[config.mk]
export PLATFORM = sky130hd
export DESIGN_NAME = csr_access_unit
export DESIGN_NICKNAME = d
export VERILOG_FILES = /design/src/rtl/csr_access_unit.sv
export SDC_FILE = /design/constraint.sdc
export NUM_CORES = 1
export LEC_CHECK = 0
export ABC_CLOCK_PERIOD_IN_PS = 1940
export CELL_PAD_IN_SITES_DETAIL_PLACEMENT = 1
export CELL_PAD_IN_SITES_GLOBAL_PLACEMENT = 1
export CORE_MARGIN = 4
export CORE_UTILIZATION = 36
export DETAILED_ROUTE_END_ITERATION = 8
export GPL_ROUTABILITY_DRIVEN = 1
export GPL_TIMING_DRIVEN = 0
export PLACE_DENSITY_LB_ADDON = 0.1
export REMOVE_ABC_BUFFERS = 1
export SLEW_MARGIN = 30
export SYNTH_ARGS = -nofsm -noshare
export SYNTH_HDL_FRONTEND = slang
export SYNTH_SLANG_ARGS = --single-unit
export TNS_END_PERCENT = 10
[constraint.sdc]
create_clock -name clk -period 1.94 [get_ports clk]
set_input_delay 0.194 -clock clk [delete_from_list [all_inputs] [get_ports clk]]
set_output_delay 0.194 -clock clk [all_outputs]
set_load 0.03 [all_outputs]
[src/rtl/csr_access_unit.sv]
// csr_access_unit: initiator side of the CSR file interface.
// Accepts one CSR-class instruction (csrrw/s/c[i], ecall, mret), reads the CSR,
// issues a single write-back strobe, then returns the old value or a PC redirect.
module csr_access_unit #(
    parameter int ADDR_WIDTH = 12,
    parameter int DATA_WIDTH = 32
) (
    input  logic                  clk,
    input  logic                  rst,
    input  logic                  in_valid,
    output logic                  in_ready,
    input  logic [2:0]            in_funct3,
    input  logic                  in_is_ecall,
    input  logic                  in_is_mret,
    input  logic [ADDR_WIDTH-1:0] in_csr_addr,
    input  logic [4:0]            in_rs1_idx,
    input  logic [DATA_WIDTH-1:0] in_rs1_data,
    input  logic [4:0]            in_rd,
    input  logic [DATA_WIDTH-1:0] in_pc,
    output logic [ADDR_WIDTH-1:0] csr_raddr,
    input  logic [DATA_WIDTH-1:0] csr_rdata,
    output logic                  csr_valid,
    output logic                  csr_wen,
    output logic [ADDR_WIDTH-1:0] csr_waddr,
    output logic [DATA_WIDTH-1:0] csr_wdata,
    output logic                  csr_is_ecall,
    output logic [DATA_WIDTH-1:0] csr_pc,
    output logic                  out_valid,
    input  logic                  out_ready,
    output logic [4:0]            out_rd,
    output logic [DATA_WIDTH-1:0] out_rd_data,
    output logic                  out_rd_wen,
    output logic                  out_redirect,
    output logic [DATA_WIDTH-1:0] out_redirect_pc,
    output logic                  out_illegal
);

    typedef enum logic [1:0] {
        S_IDLE,
        S_READ,
        S_WRITE,
        S_RESP
    } state_t;

    localparam logic [ADDR_WIDTH-1:0] MTVEC_ADDR = ADDR_WIDTH'(12'h305);
    localparam logic [ADDR_WIDTH-1:0] MEPC_ADDR  = ADDR_WIDTH'(12'h341);

    state_t                  state_q, state_d;
    logic [2:0]              req_funct3_q, req_funct3_d;
    logic                    req_is_ecall_q, req_is_ecall_d;
    logic                    req_is_mret_q, req_is_mret_d;
    logic [ADDR_WIDTH-1:0]   req_csr_addr_q, req_csr_addr_d;
    logic [4:0]              req_rs1_idx_q, req_rs1_idx_d;
    logic [DATA_WIDTH-1:0]   req_rs1_data_q, req_rs1_data_d;
    logic [4:0]              req_rd_q, req_rd_d;
    logic [DATA_WIDTH-1:0]   req_pc_q, req_pc_d;
    logic [DATA_WIDTH-1:0]   old_val_q, old_val_d;

    logic [ADDR_WIDTH-1:0]   csr_raddr_q, csr_raddr_d;
    logic                    csr_valid_q, csr_valid_d;
    logic                    csr_wen_q, csr_wen_d;
    logic [ADDR_WIDTH-1:0]   csr_waddr_q, csr_waddr_d;
    logic [DATA_WIDTH-1:0]   csr_wdata_q, csr_wdata_d;
    logic                    csr_is_ecall_q, csr_is_ecall_d;
    logic [DATA_WIDTH-1:0]   csr_pc_q, csr_pc_d;
    logic                    out_valid_q, out_valid_d;
    logic [4:0]              out_rd_q, out_rd_d;
    logic [DATA_WIDTH-1:0]   out_rd_data_q, out_rd_data_d;
    logic                    out_rd_wen_q, out_rd_wen_d;
    logic                    out_redirect_q, out_redirect_d;
    logic [DATA_WIDTH-1:0]   out_redirect_pc_q, out_redirect_pc_d;
    logic                    out_illegal_q, out_illegal_d;

    logic [ADDR_WIDTH-1:0]   in_raddr;
    logic                    req_ecall;
    logic                    req_mret;
    logic                    req_illegal;
    logic                    req_csr_op;
    logic                    req_wen;
    logic [DATA_WIDTH-1:0]   req_src;
    logic [DATA_WIDTH-1:0]   req_wdata;

    // Decode the latched request; ecall+mret together or funct3 x00 is illegal.
    assign req_ecall   = req_is_ecall_q & ~req_is_mret_q;
    assign req_mret    = req_is_mret_q & ~req_is_ecall_q;
    assign req_illegal = (req_is_ecall_q & req_is_mret_q) |
                         (~req_is_ecall_q & ~req_is_mret_q & (req_funct3_q[1:0] == 2'b00));
    assign req_csr_op  = ~req_is_ecall_q & ~req_is_mret_q & ~req_illegal;
    assign req_src     = req_funct3_q[2] ? {{(DATA_WIDTH-5){1'b0}}, req_rs1_idx_q} : req_rs1_data_q;
    assign req_wen     = req_csr_op & ((req_funct3_q[1:0] == 2'b01) | (req_rs1_idx_q != 5'd0));

    // Pick the CSR to read: traps read their vector CSR instead of the encoded address.
    always_comb begin
        in_raddr = in_csr_addr;
        if (in_is_ecall) begin
            in_raddr = MTVEC_ADDR;
        end else if (in_is_mret) begin
            in_raddr = MEPC_ADDR;
        end
    end

    // Write value from the CSR read in flight: RW replaces, RS sets bits, RC clears bits.
    always_comb begin
        req_wdata = '0;
        case (req_funct3_q[1:0])
            2'b01:   req_wdata = req_src;
            2'b10:   req_wdata = csr_rdata | req_src;
            2'b11:   req_wdata = csr_rdata & ~req_src;
            default: req_wdata = '0;
        endcase
    end

    // Next-state and next-output logic; every output is registered and zero outside its state.
    always_comb begin
        state_d           = state_q;
        req_funct3_d      = req_funct3_q;
        req_is_ecall_d    = req_is_ecall_q;
        req_is_mret_d     = req_is_mret_q;
        req_csr_addr_d    = req_csr_addr_q;
        req_rs1_idx_d     = req_rs1_idx_q;
        req_rs1_data_d    = req_rs1_data_q;
        req_rd_d          = req_rd_q;
        req_pc_d          = req_pc_q;
        old_val_d         = old_val_q;
        csr_raddr_d       = csr_raddr_q;
        csr_valid_d       = csr_valid_q;
        csr_wen_d         = csr_wen_q;
        csr_waddr_d       = csr_waddr_q;
        csr_wdata_d       = csr_wdata_q;
        csr_is_ecall_d    = csr_is_ecall_q;
        csr_pc_d          = csr_pc_q;
        out_valid_d       = out_valid_q;
        out_rd_d          = out_rd_q;
        out_rd_data_d     = out_rd_data_q;
        out_rd_wen_d      = out_rd_wen_q;
        out_redirect_d    = out_redirect_q;
        out_redirect_pc_d = out_redirect_pc_q;
        out_illegal_d     = out_illegal_q;
        case (state_q)
            S_IDLE: begin
                if (in_valid) begin
                    req_funct3_d   = in_funct3;
                    req_is_ecall_d = in_is_ecall;
                    req_is_mret_d  = in_is_mret;
                    req_csr_addr_d = in_csr_addr;
                    req_rs1_idx_d  = in_rs1_idx;
                    req_rs1_data_d = in_rs1_data;
                    req_rd_d       = in_rd;
                    req_pc_d       = in_pc;
                    csr_raddr_d    = in_raddr;
                    state_d        = S_READ;
                end
            end
            S_READ: begin
                old_val_d      = csr_rdata;
                csr_raddr_d    = '0;
                csr_valid_d    = 1'b1;
                csr_wen_d      = req_wen;
                csr_waddr_d    = req_wen ? req_csr_addr_q : '0;
                csr_wdata_d    = req_wen ? req_wdata : '0;
                csr_is_ecall_d = req_ecall;
                csr_pc_d       = req_ecall ? req_pc_q : '0;
                state_d        = S_WRITE;
            end
            S_WRITE: begin
                csr_valid_d       = 1'b0;
                csr_wen_d         = 1'b0;
                csr_waddr_d       = '0;
                csr_wdata_d       = '0;
                csr_is_ecall_d    = 1'b0;
                csr_pc_d          = '0;
                out_valid_d       = 1'b1;
                out_rd_d          = req_rd_q;
                out_rd_data_d     = old_val_q;
                out_rd_wen_d      = req_csr_op & (req_rd_q != 5'd0);
                out_redirect_d    = req_ecall | req_mret;
                out_redirect_pc_d = (req_ecall | req_mret) ? old_val_q : '0;
                out_illegal_d     = req_illegal;
                state_d           = S_RESP;
            end
            S_RESP: begin
                if (out_ready) begin
                    out_valid_d       = 1'b0;
                    out_rd_d          = '0;
                    out_rd_data_d     = '0;
                    out_rd_wen_d      = 1'b0;
                    out_redirect_d    = 1'b0;
                    out_redirect_pc_d = '0;
                    out_illegal_d     = 1'b0;
                    state_d           = S_IDLE;
                end
            end
            default: state_d = S_IDLE;
        endcase
    end

    // State, request and output registers; reset aborts any operation and clears everything.
    always_ff @(posedge clk) begin
        if (rst) begin
            state_q           <= S_IDLE;
            req_funct3_q      <= '0;
            req_is_ecall_q    <= 1'b0;
            req_is_mret_q     <= 1'b0;
            req_csr_addr_q    <= '0;
            req_rs1_idx_q     <= '0;
            req_rs1_data_q    <= '0;
            req_rd_q          <= '0;
            req_pc_q          <= '0;
            old_val_q         <= '0;
            csr_raddr_q       <= '0;
            csr_valid_q       <= 1'b0;
            csr_wen_q         <= 1'b0;
            csr_waddr_q       <= '0;
            csr_wdata_q       <= '0;
            csr_is_ecall_q    <= 1'b0;
            csr_pc_q          <= '0;
            out_valid_q       <= 1'b0;
            out_rd_q          <= '0;
            out_rd_data_q     <= '0;
            out_rd_wen_q      <= 1'b0;
            out_redirect_q    <= 1'b0;
            out_redirect_pc_q <= '0;
            out_illegal_q     <= 1'b0;
        end else begin
            state_q           <= state_d;
            req_funct3_q      <= req_funct3_d;
            req_is_ecall_q    <= req_is_ecall_d;
            req_is_mret_q     <= req_is_mret_d;
            req_csr_addr_q    <= req_csr_addr_d;
            req_rs1_idx_q     <= req_rs1_idx_d;
            req_rs1_data_q    <= req_rs1_data_d;
            req_rd_q          <= req_rd_d;
            req_pc_q          <= req_pc_d;
            old_val_q         <= old_val_d;
            csr_raddr_q       <= csr_raddr_d;
            csr_valid_q       <= csr_valid_d;
            csr_wen_q         <= csr_wen_d;
            csr_waddr_q       <= csr_waddr_d;
            csr_wdata_q       <= csr_wdata_d;
            csr_is_ecall_q    <= csr_is_ecall_d;
            csr_pc_q          <= csr_pc_d;
            out_valid_q       <= out_valid_d;
            out_rd_q          <= out_rd_d;
            out_rd_data_q     <= out_rd_data_d;
            out_rd_wen_q      <= out_rd_wen_d;
            out_redirect_q    <= out_redirect_d;
            out_redirect_pc_q <= out_redirect_pc_d;
            out_illegal_q     <= out_illegal_d;
        end
    end

    assign in_ready        = (state_q == S_IDLE);
    assign csr_raddr       = csr_raddr_q;
    assign csr_valid       = csr_valid_q;
    assign csr_wen         = csr_wen_q;
    assign csr_waddr       = csr_waddr_q;
    assign csr_wdata       = csr_wdata_q;
    assign csr_is_ecall    = csr_is_ecall_q;
    assign csr_pc          = csr_pc_q;
    assign out_valid       = out_valid_q;
    assign out_rd          = out_rd_q;
    assign out_rd_data     = out_rd_data_q;
    assign out_rd_wen      = out_rd_wen_q;
    assign out_redirect    = out_redirect_q;
    assign out_redirect_pc = out_redirect_pc_q;
    assign out_illegal     = out_illegal_q;

endmodule

==> Word-level counts from Yosys, hierarchy flattened <==
Index checks and enable logic that the tools add are counted.
Widths: inputs -> output; s select.
{ "totals": {"n_memories": 0, "regBits": 289, "word_cells": 89, "rom_bits": 0, "ramBits": 0, "latch_bits": 0} }
{ "classes": {"n_reduce_logical": 11, "n_eq_ne": 8, "n_mux": 29, "bitwise_logic": 17, "shifts": 0, "multipliers": 0, "n_div": 0, "n_lt_le_gt_ge": 0, "addsub": 0} }
{ "op_table": {"columns": ["operator", "count"], "rows": [
  ["$pmux 32 s2", 4],
  ["$mux 32", 5],
  ["$pmux 32 s3", 1],
  ["$mux 12", 4],
  ["$pmux 12 s2", 2],
  ["$and 32x32->32", 1],
  ["$not 32->32", 1],
  ["$or 32x32->32", 1],
  ["$pmux 1 s2", 7],
  ["$pmux 5 s2", 1],
  ["$reduce_bool 5->1", 2],
  ["$and 1x1->1", 8],
  ["$eq 2x2->1 const B", 4],
  ["$pmux 2 s4", 1],
  ["$reduce_and 2->1", 4],
  ["$reduce_bool 2->1", 3],
  ["$mux 5", 1],
  ["$eq 2x1->1 const B", 2],
  ["$logic_not 2->1", 2],
  ["$mux 2", 2],
  ["$ne 2x2->1 const B", 2],
  ["$not 1->1", 3],
  ["$or 1x1->1", 3],
  ["$mux 1", 1]
]} }

==> Depth between registers and ports, before layout <==
Gate-level depths: netlist of run 1.
{ "logic_depth": {"word_depth": 9, "mapped_depth": 8} }

==> Worst setup path after synthesis of run 1 <==
No wires, ideal clock.
{ "synth_timing": {"path_type": "reg2reg", "from": "reg state_q[0]", "to": "reg req_funct3_q[1]", "period_less_slack_ps": 1764, "setup_time_ps": 70, "t_arrival_ps": 1694, "slack_ps": 176, "stages_incl_launch_ff": 8, "path_buffers": 2, "path_cell_list": "dfxtp_1 > inv_1 > ha_1 > nand2_1 > clkbuf_1 > clkbuf_1 > nand2_1 > a21oi_1"} }
{ "synth_via": {"elab_chain_len": 2} }
{ "synth_lines": {"columns": ["item", "line_no", "text"], "rows": [
  ["from (decl)", "48", "state_t state_q, state_d;"],
  ["from (signal assigned)", "225", "state_q <= state_d;"],
  ["$logic_not 2->1", null, null],
  ["named net in_ready", "11", "output logic in_ready,"],
  ["$reduce_and 2->1 (no line)", null, null],
  ["to (signal assigned)", "226", "req_funct3_q <= req_funct3_d;"],
  ["to (decl)", "49", "logic [2:0] req_funct3_q, req_funct3_d;"]
]} }
The timed path passes the listed nets, and every way through them passes these cells.
A chain may end at the register's enable or synchronous reset.

==> Worst setup path in the final report of run 1 <==
{ "layout_timing": {"from": "reg state_q[0]", "to": "reg csr_wdata_q[1] (netlist: csr_wdata[1])"} }
{ "layout_via": {"elab_chain_len": 2, "elab_cells_between_ends": 4, "classes_between": "eq/ne (2); mux (1); reduce/logical (1)"} }
{ "layout_lines": {"columns": ["item", "line_no", "text"], "rows": [
  ["$eq 2x2->1 / $eq 2x1->1 (equally long branches)", "139", "case (state_q)"],
  ["$pmux 32 s2 / $reduce_bool 2->1 (equally long branches)", null, null],
  ["to (signal assigned)", "239", "csr_wdata_q <= csr_wdata_d;"],
  ["to (decl)", "63", "logic [DATA_WIDTH-1:0] csr_wdata_q, csr_wdata_d;"]
]} }
Parallel ways exist; a longest one is shown, timed or not.

==> key figures, run 1 <==
Run status
  • Status: completed

Timing
  • Max Fclk: roughly 0.53 GHz
  • Slew HR: a little under three fifths
  • RSZ-0062 raised after global routing: yes
  • Period Utilization, post-route: a little over nine tenths
  • Clock Skews: approximately 0.011 ns
  • Final setup fails: 0
  • Worst-margin pin slew: 0.636 ns
  • Slew Viols, Final: 0
  • Minimum clock period: 1.87 ns
  • Fin. Hold Viols: 0

Global routing
  • Largest net degree at the start of global routing: just under 100
  • First-pass GRT wire length: about 60 mm
  • Initial antenna violation count: 2
  • Vias in the first global route: around 11,000
  • Congestion Overflow GR: 0
  • Total Routing Usage GR: 22.4%

Layout
  • Most frequent cells in the layout: 289 x clkdlybuf4s50_1, 285 x dfxtp_1, 259 x nand2_1, 171 x a21oi_1, 115 x nor2_1
  • ANT cells: 0
  • # fillers: about 3,400
  • Fraction of layout cells with a size suffix above 1: between 8 and 9%
  • Register area: 5800 um^2
  • Final Non-Filler Cells: just under 2,000
  • NumNets Final: between 1,500 and 2,000
  • Commonest non-fill, non-tap cell in the layout: clkdlybuf4s50_1
  • Layout area overhead: 43.9%
  • Multi-input gate area: slightly below 5000 um^2
  • Fin area: 15,900 um^2

Setup path
  • CP Data Arrival Time: roughly 2.3 ns
  • CP Launch Type: flip-flop
  • Crit Path Category: reg2reg
  • Worst-path maximum fanout: 6
  • Worst setup EP type: flip-flop
  • Critical Path RT: approximately 2.4 ns

Detailed routing
  • First drt pass iteration count: 5
  • DRC Markers: 0
  • Routed WL: 39.3 mm
  • Vias: slightly above 10,000
  • Drt initial violations: 437
  • Vias per cell: 5.21
  • Final ANT Viol Nets: 0
  • Drt wl/cell: slightly above 20 um

Power
  • Max rail drop VDD: between 1000 and 1500 uV
  • Int Pwr: between 10 and 15 mW
  • Combinational share of power: 33.3%
  • Clock share of power: 30.8%
  • Sequential power share: between 30% and 40%
  • Sw Pwr: a little over 7 mW
  • Switch share: between 30% and 40%
  • Pleak: 5.48 nW
  • Pwr Density: around 1300 nW/um^2

Placement
  • Post-DP Area: 14,400 um^2
  • IO Port Bufs: ~290
  • Inst Count DP: roughly 1,900
  • RD Place Congestion: about 0.73
  • DP Wirelength: roughly 24 mm

Synth
  • Top FF cell, synth: dfxtp_1
  • Synth area leader: dfxtp_1
  • Synth area leaders: dfxtp_1 53%, nand2_1 8.9%, a21oi_1 7.8%, a22oi_1 4.9%, nor2_1 4.0%
  • Yosys warns: 0
  • Area of the mapped netlist: 11,000 um^2
  • Async SR Flop Fraction: 0%
  • Register area share after synthesis: around 53%
  • EDFF count, synth: 0
  • Synth Instances: ~1,300
  • Number of synthesized register bits: a little under 300
  • Yosys cell types: 35
  • Syn Area/Cell: between 8 and 9 um^2
  • Synth top area share: 52.5%

Clock tree
  • Cts hold-fix bufs: 0
  • Root buf cell: clkbuf_16
  • CTS tree: built
  • Clock Sinks: between 200 and 300
  • Worst-skew pair later-pin latency: 0.50 ns
  • Max clock buf depth: 3
  • H-tree levels: 2
  • Clock transition at path regs: approximately 0.060 ns
  • CTS Buf Count: 34

Floorplan
  • Ports: 292
  • FP Rows: 63
  • Initial core utilization: a little under two fifths
  • Die Y: between 150 and 200 um
  • Core ar.: ~30,000 um^2
  • Die X: ~180 um
  • Die Area: roughly 33,000 um^2

Job
  • Max-Cap Viols: 0

Min path
  • Tightest Hold Check Type: in2reg
[synthesized netlist by cell type (all sizes together) (7+ instances only)]
cell and instances:
a211oi 28, a21oi 174, a22o 12, a22oi 72
a31oi 32, buf 33, clkbuf 71, dfxtp 289
ha 7, mux2i 38, nand2 260, nand2b 29
nand3b 38, nor2 116, nor2b 31, o21ai 7
[metal layers]
layer / wire, um / vias up / GRT usage [%] / share of wire (%)
met1: 16800 / 4958 / 27.4 / 43
li1: - / 4832 / - / -
met3: 3090 / 40 / 7.44 / 7.9
met5: 22 / - / 0 / 0.056
met4: 504 / 4 / 4.29 / 1.3
met2: 18900 / 243 / 39.0 / 48
[power by group through the flow]
stage	sequential, mW	combinational (mW)	clock (mW)
global route	7.29	7.18	6.55
CTS	7.18	6.51	6.32
global placement	7.14	4.73	0
floorplan	7.48	2.77	0
finish	7.19	6.67	6.16
detailed placement	7.28	5.75	0
[area by class of cell]
type | instances | share of cell area, %
Sequential cell | 289 | 36.6
Clock inverter | 4 | 0.142
Multi-Input combinational cell | 864 | 31.0
Inverter | 7 | 0.174
Clock buffer | 54 | 6.62
Timing Repair Buffer | 328 | 22.4
Tap cell | 390 | 3.08
[flip-flops by register name (all words and copies together) (netlist names), 2 cells and up]
signal,cells
req_funct3_q,3
req_csr_addr_q,12
csr_waddr,12
csr_raddr,12
req_rs1_data_q,32
req_rs1_idx_q,5
state_q,2
csr_wdata,32
out_rd,5
old_val_q,32
req_pc_q,32
csr_pc,32
out_redirect_pc,32
req_rd_q,5
out_rd_data,32
[worst max-delay path, cell delays in order, from the launching register on]
cell and delay, ns:
dfxtp_4 0.38, inv_2 0.07, ha_4 0.31, nor2b_2 0.16
and4bb_4 0.36, buf_6 0.16, nand3b_1 0.15, o21ai_0 0.19
[cell families after synthesis]
kind of cell | count (synthesis) | synth area share, %
and+or+nand+nor | 487 | 19.7
AOI/OAI and AO/OA | 329 | 19.1
DFF | 289 | 52.5
buffers and inverters | 111 | 4.39
muxes | 38 | 3.45
adders and majority gates | 7 | 0.795
[metrics by stage]
step	hold slack, ns	setup TNS (ns)	total power, mW	setup slack, ns	utilization (%)
final	0.145	0	20.0	0.0669	52.9
after global routing	0.171	-0.110	21.0	-0.0288	52.9
after CTS	0.142	-0.0100	20.0	-0.00929	52.6
after detailed placement	0.445	-119.65	13.0	-1.29	48.0
after global placement	0.437	-2080.67	11.9	-10.92	46.6
after floorplan	0.259	-219.39	10.2	-1.40	-
[final timing paths]
path                            startpoint      endpoint  slack [ns]  depth (start not counted)
worst max register to register  state_q[0]  csr_wdata[1]        0.07                          7
worst min-delay path                   rst  csr_raddr[4]        0.14                          2
worst max-delay path            state_q[0]  csr_wdata[1]        0.07                          7
worst min register to register  out_rd_wen    out_rd_wen        0.45                          2
[repair_timing]
action / in CTS / in global routing
pin swaps: 6 / 4
gates cloned: 2 / 1
resized for setup: 23 / 6
buffers inserted: 16 / 7
hold endpoints to repair: 0 / 0
setup endpoints to repair: 215 / 126
Note: power is estimated with default switching activity, not from simulation.
==> run 2, diff against run 1 <==
--- a/config.mk
+++ b/config.mk
@@ -8,8 +8,8 @@
 export ABC_CLOCK_PERIOD_IN_PS = 1940
 export CELL_PAD_IN_SITES_DETAIL_PLACEMENT = 1
 export CELL_PAD_IN_SITES_GLOBAL_PLACEMENT = 1
-export CORE_MARGIN = 4
-export CORE_UTILIZATION = 36
+export CORE_MARGIN = 8
+export CORE_UTILIZATION = 30
 export DETAILED_ROUTE_END_ITERATION = 8
 export GPL_ROUTABILITY_DRIVEN = 1
 export GPL_TIMING_DRIVEN = 0
==> run 2 against run 1 <==
Against the previous run: the run now ends with setup timing left; total power grew 4.9%; sequential power about the same; clock skew rose by 0.0087 ns; design area increased by 2.6%; largest cell class unchanged.
==> key figures, run 2 (same netlist as run 1, synthesis figures left out) <==
Min path
  • Hold Crit Endpoint: csr_raddr[11]
  • Tightest Hold Check Type: in2reg
  • WHS Path Cells: 2
  • Hold wc startpoint: rst

Layout
  • Commonest non-fill, non-tap cell in the layout: clkdlybuf4s50_1
  • Final Non-Filler Cells: between 2,000 and 2,500
  • Most frequent cells in the layout: 289 x clkdlybuf4s50_1, 285 x dfxtp_1, 257 x nand2_1, 168 x a21oi_1, 114 x nor2_1
  • Layout area overhead: 47.7%
  • Fraction of layout cells with a size suffix above 1: under 10%
  • NumNets Final: around 1,700
  • Final Util: 44.7%

Clock tree
  • CTS Buf Count: 35
  • H-tree levels: 2
  • CTS tree: built
  • Max clock buf depth: 3
  • Clock transition at path regs: around 0.06 ns
  • Worst-skew pair later-pin latency: 0.52 ns
  • Clock Sinks: slightly below 300
  • Root buf cell: clkbuf_16

Floorplan
  • FP Rows: 70
  • Die Y: 208 um
  • Core ar.: 36,400 um^2
  • Die X: a little over 200 um
  • Ports: between 200 and 300
  • Initial core utilization: between 30% and 40%
  • Die Area: about 43,000 um^2

Setup path
  • RR Startpoint: req_funct3_q[1]
  • Worst r2r path cells: 5
  • R2R Path End: csr_waddr[11]
  • CP Launch Type: flip-flop
  • CP delay by family, top: simple AND/OR/NAND/NOR gates
  • CP max-delay cell: dfxtp_4
  • FF-to-FF setup slack: -0.003 ns
  • Buf+Inv Stages, Crit Path: 1
  • Critical Path RT: about 2.4 ns
  • CP max stage delay: around 0.54 ns
  • Worst setup EP type: flip-flop
  • Worst-path maximum fanout: 20
  • CP Data Arrival Time: 2.35 ns
  • Crit Path Category: reg2reg
  • Crit-path cells: nand2b_4 > nand3_4 > and3b_2 > buf_12 > a22o_1
  • Worst Setup SP: req_funct3_q[1]

Detailed routing
  • Drt wl/cell: approximately 21 um
  • Routed WL: approximately 42 mm
  • WL met1: 19.1 mm
  • Wire length on met3: between 2 and 3 mm
  • Final ANT Viol Nets: 0
  • Met2 WL: about 20 mm
  • First drt pass iteration count: 4
  • DRC Markers: 0
  • Top Metal Used: met5
  • Vias per cell: approximately 4.9
  • Vias: around 10,000
  • Drt initial violations: between 400 and 500

Timing
  • WHS: 0.0428 ns
  • Worst-margin pin slew: ~0.6 ns
  • Clock Skews: approximately 0.020 ns
  • Max Fclk: 0.515 GHz
  • Slew Viols, Final: 0
  • Minimum clock period: 1.94 ns
  • Final setup fails: 1
  • Slew HR: 59.1%
  • Period Utilization, post-route: 100%
  • Setup_tns: -0.00260 ns
  • RSZ-0062 raised after global routing: yes
  • Fin. Hold Viols: 0
  • Worst setup margin: -0.00260 ns

Global routing
  • Initial antenna violation count: 4
  • First-pass GRT wire length: ~64 mm
  • Vias in the first global route: ~11,000
  • Largest net degree at the start of global routing: 99
  • Total Routing Usage GR: 18.7%
  • Congestion Overflow GR: 0

Power
  • Max rail drop VDD: ~620 uV
  • Pleak: about 5.6 nW
  • Pwr Density: between 1000 and 1500 nW/um^2

Placement
  • Inst Count DP: approximately 1,900
  • DP Wirelength: approximately 27 mm
  • Place WS: -0.984 ns
  • RD Place Congestion: 0.679
  • IO Port Bufs: between 200 and 300

Job
  • Max-Cap Viols: 0

Run status
  • Failing checks: setup timing
  • Status: finished, violations left
[run 2: changes by cell type in the layout (fill, tap and decap cells not counted), sizes merged]
cell and delta:
clkinv -2, buf +2, and3b -1, bufbuf +2
bufinv +2, inv +2, diode +2
[run 2: worst max-delay path by stage]
| stage | end | slack (ns) | cells past startpoint |
|---|---|---|---|
| floorplan | csr_raddr[10] | -1.40 | 6 |
| detailed placement | csr_waddr[11] | -0.98 | 4 |
| CTS | out_redirect_pc[26] | -0.06 | 8 |
| global route | csr_waddr[2] | -0.04 | 5 |
| finish | csr_waddr[11] | -0.003 | 5 |
| global placement | csr_waddr[3] | -11.30 | 3 |
[run 2: routing by layer]
metal,vias to the layer above,global-route usage (%)
met5,-,0
met4,6,4.26
met3,51,6.11
met2,229,31.1
met1,4872,23.3
li1,4844,-
[run 2: power by group]
| part | switching, mW | internal, mW | leakage [nW] |
|---|---|---|---|
| clock network | 2.60 | 4.13 | 0.578 |
| registers | 0.525 | 6.67 | 2.35 |
| logic | 4.26 | 2.83 | 2.68 |
[run 2: metrics by stage]
step           power (mW)  cell area, um^2
2_1_floorplan        10.2            10600
3_3_place_gp         11.9            14100
3_5_place_dp         13.5            14600
4_1_cts              21.1            16200
5_1_grt              22.0            16300
6_report             21.0            16300
[run 2: cell type report]
cell class                 count  area [um^2]
clock buffer                  54         1090
antenna                        2         5.00
inverter                       7         33.8
clock inverter                 6         88.8
tap                          468          586
fill                        4142        20200
sequential                   289         5800
timing repair buffer         332         3710
multi-input combinational    863         4960
[run 2: what timing repair did]
action,4_1_cts,5_1_grt
hold buffers,0,0
endpoints found under the hold margin,0,0
resized for setup,31,12
pin swaps,9,4
cloned,4,0
buffers inserted,16,5
setup endpoints to repair,209,167
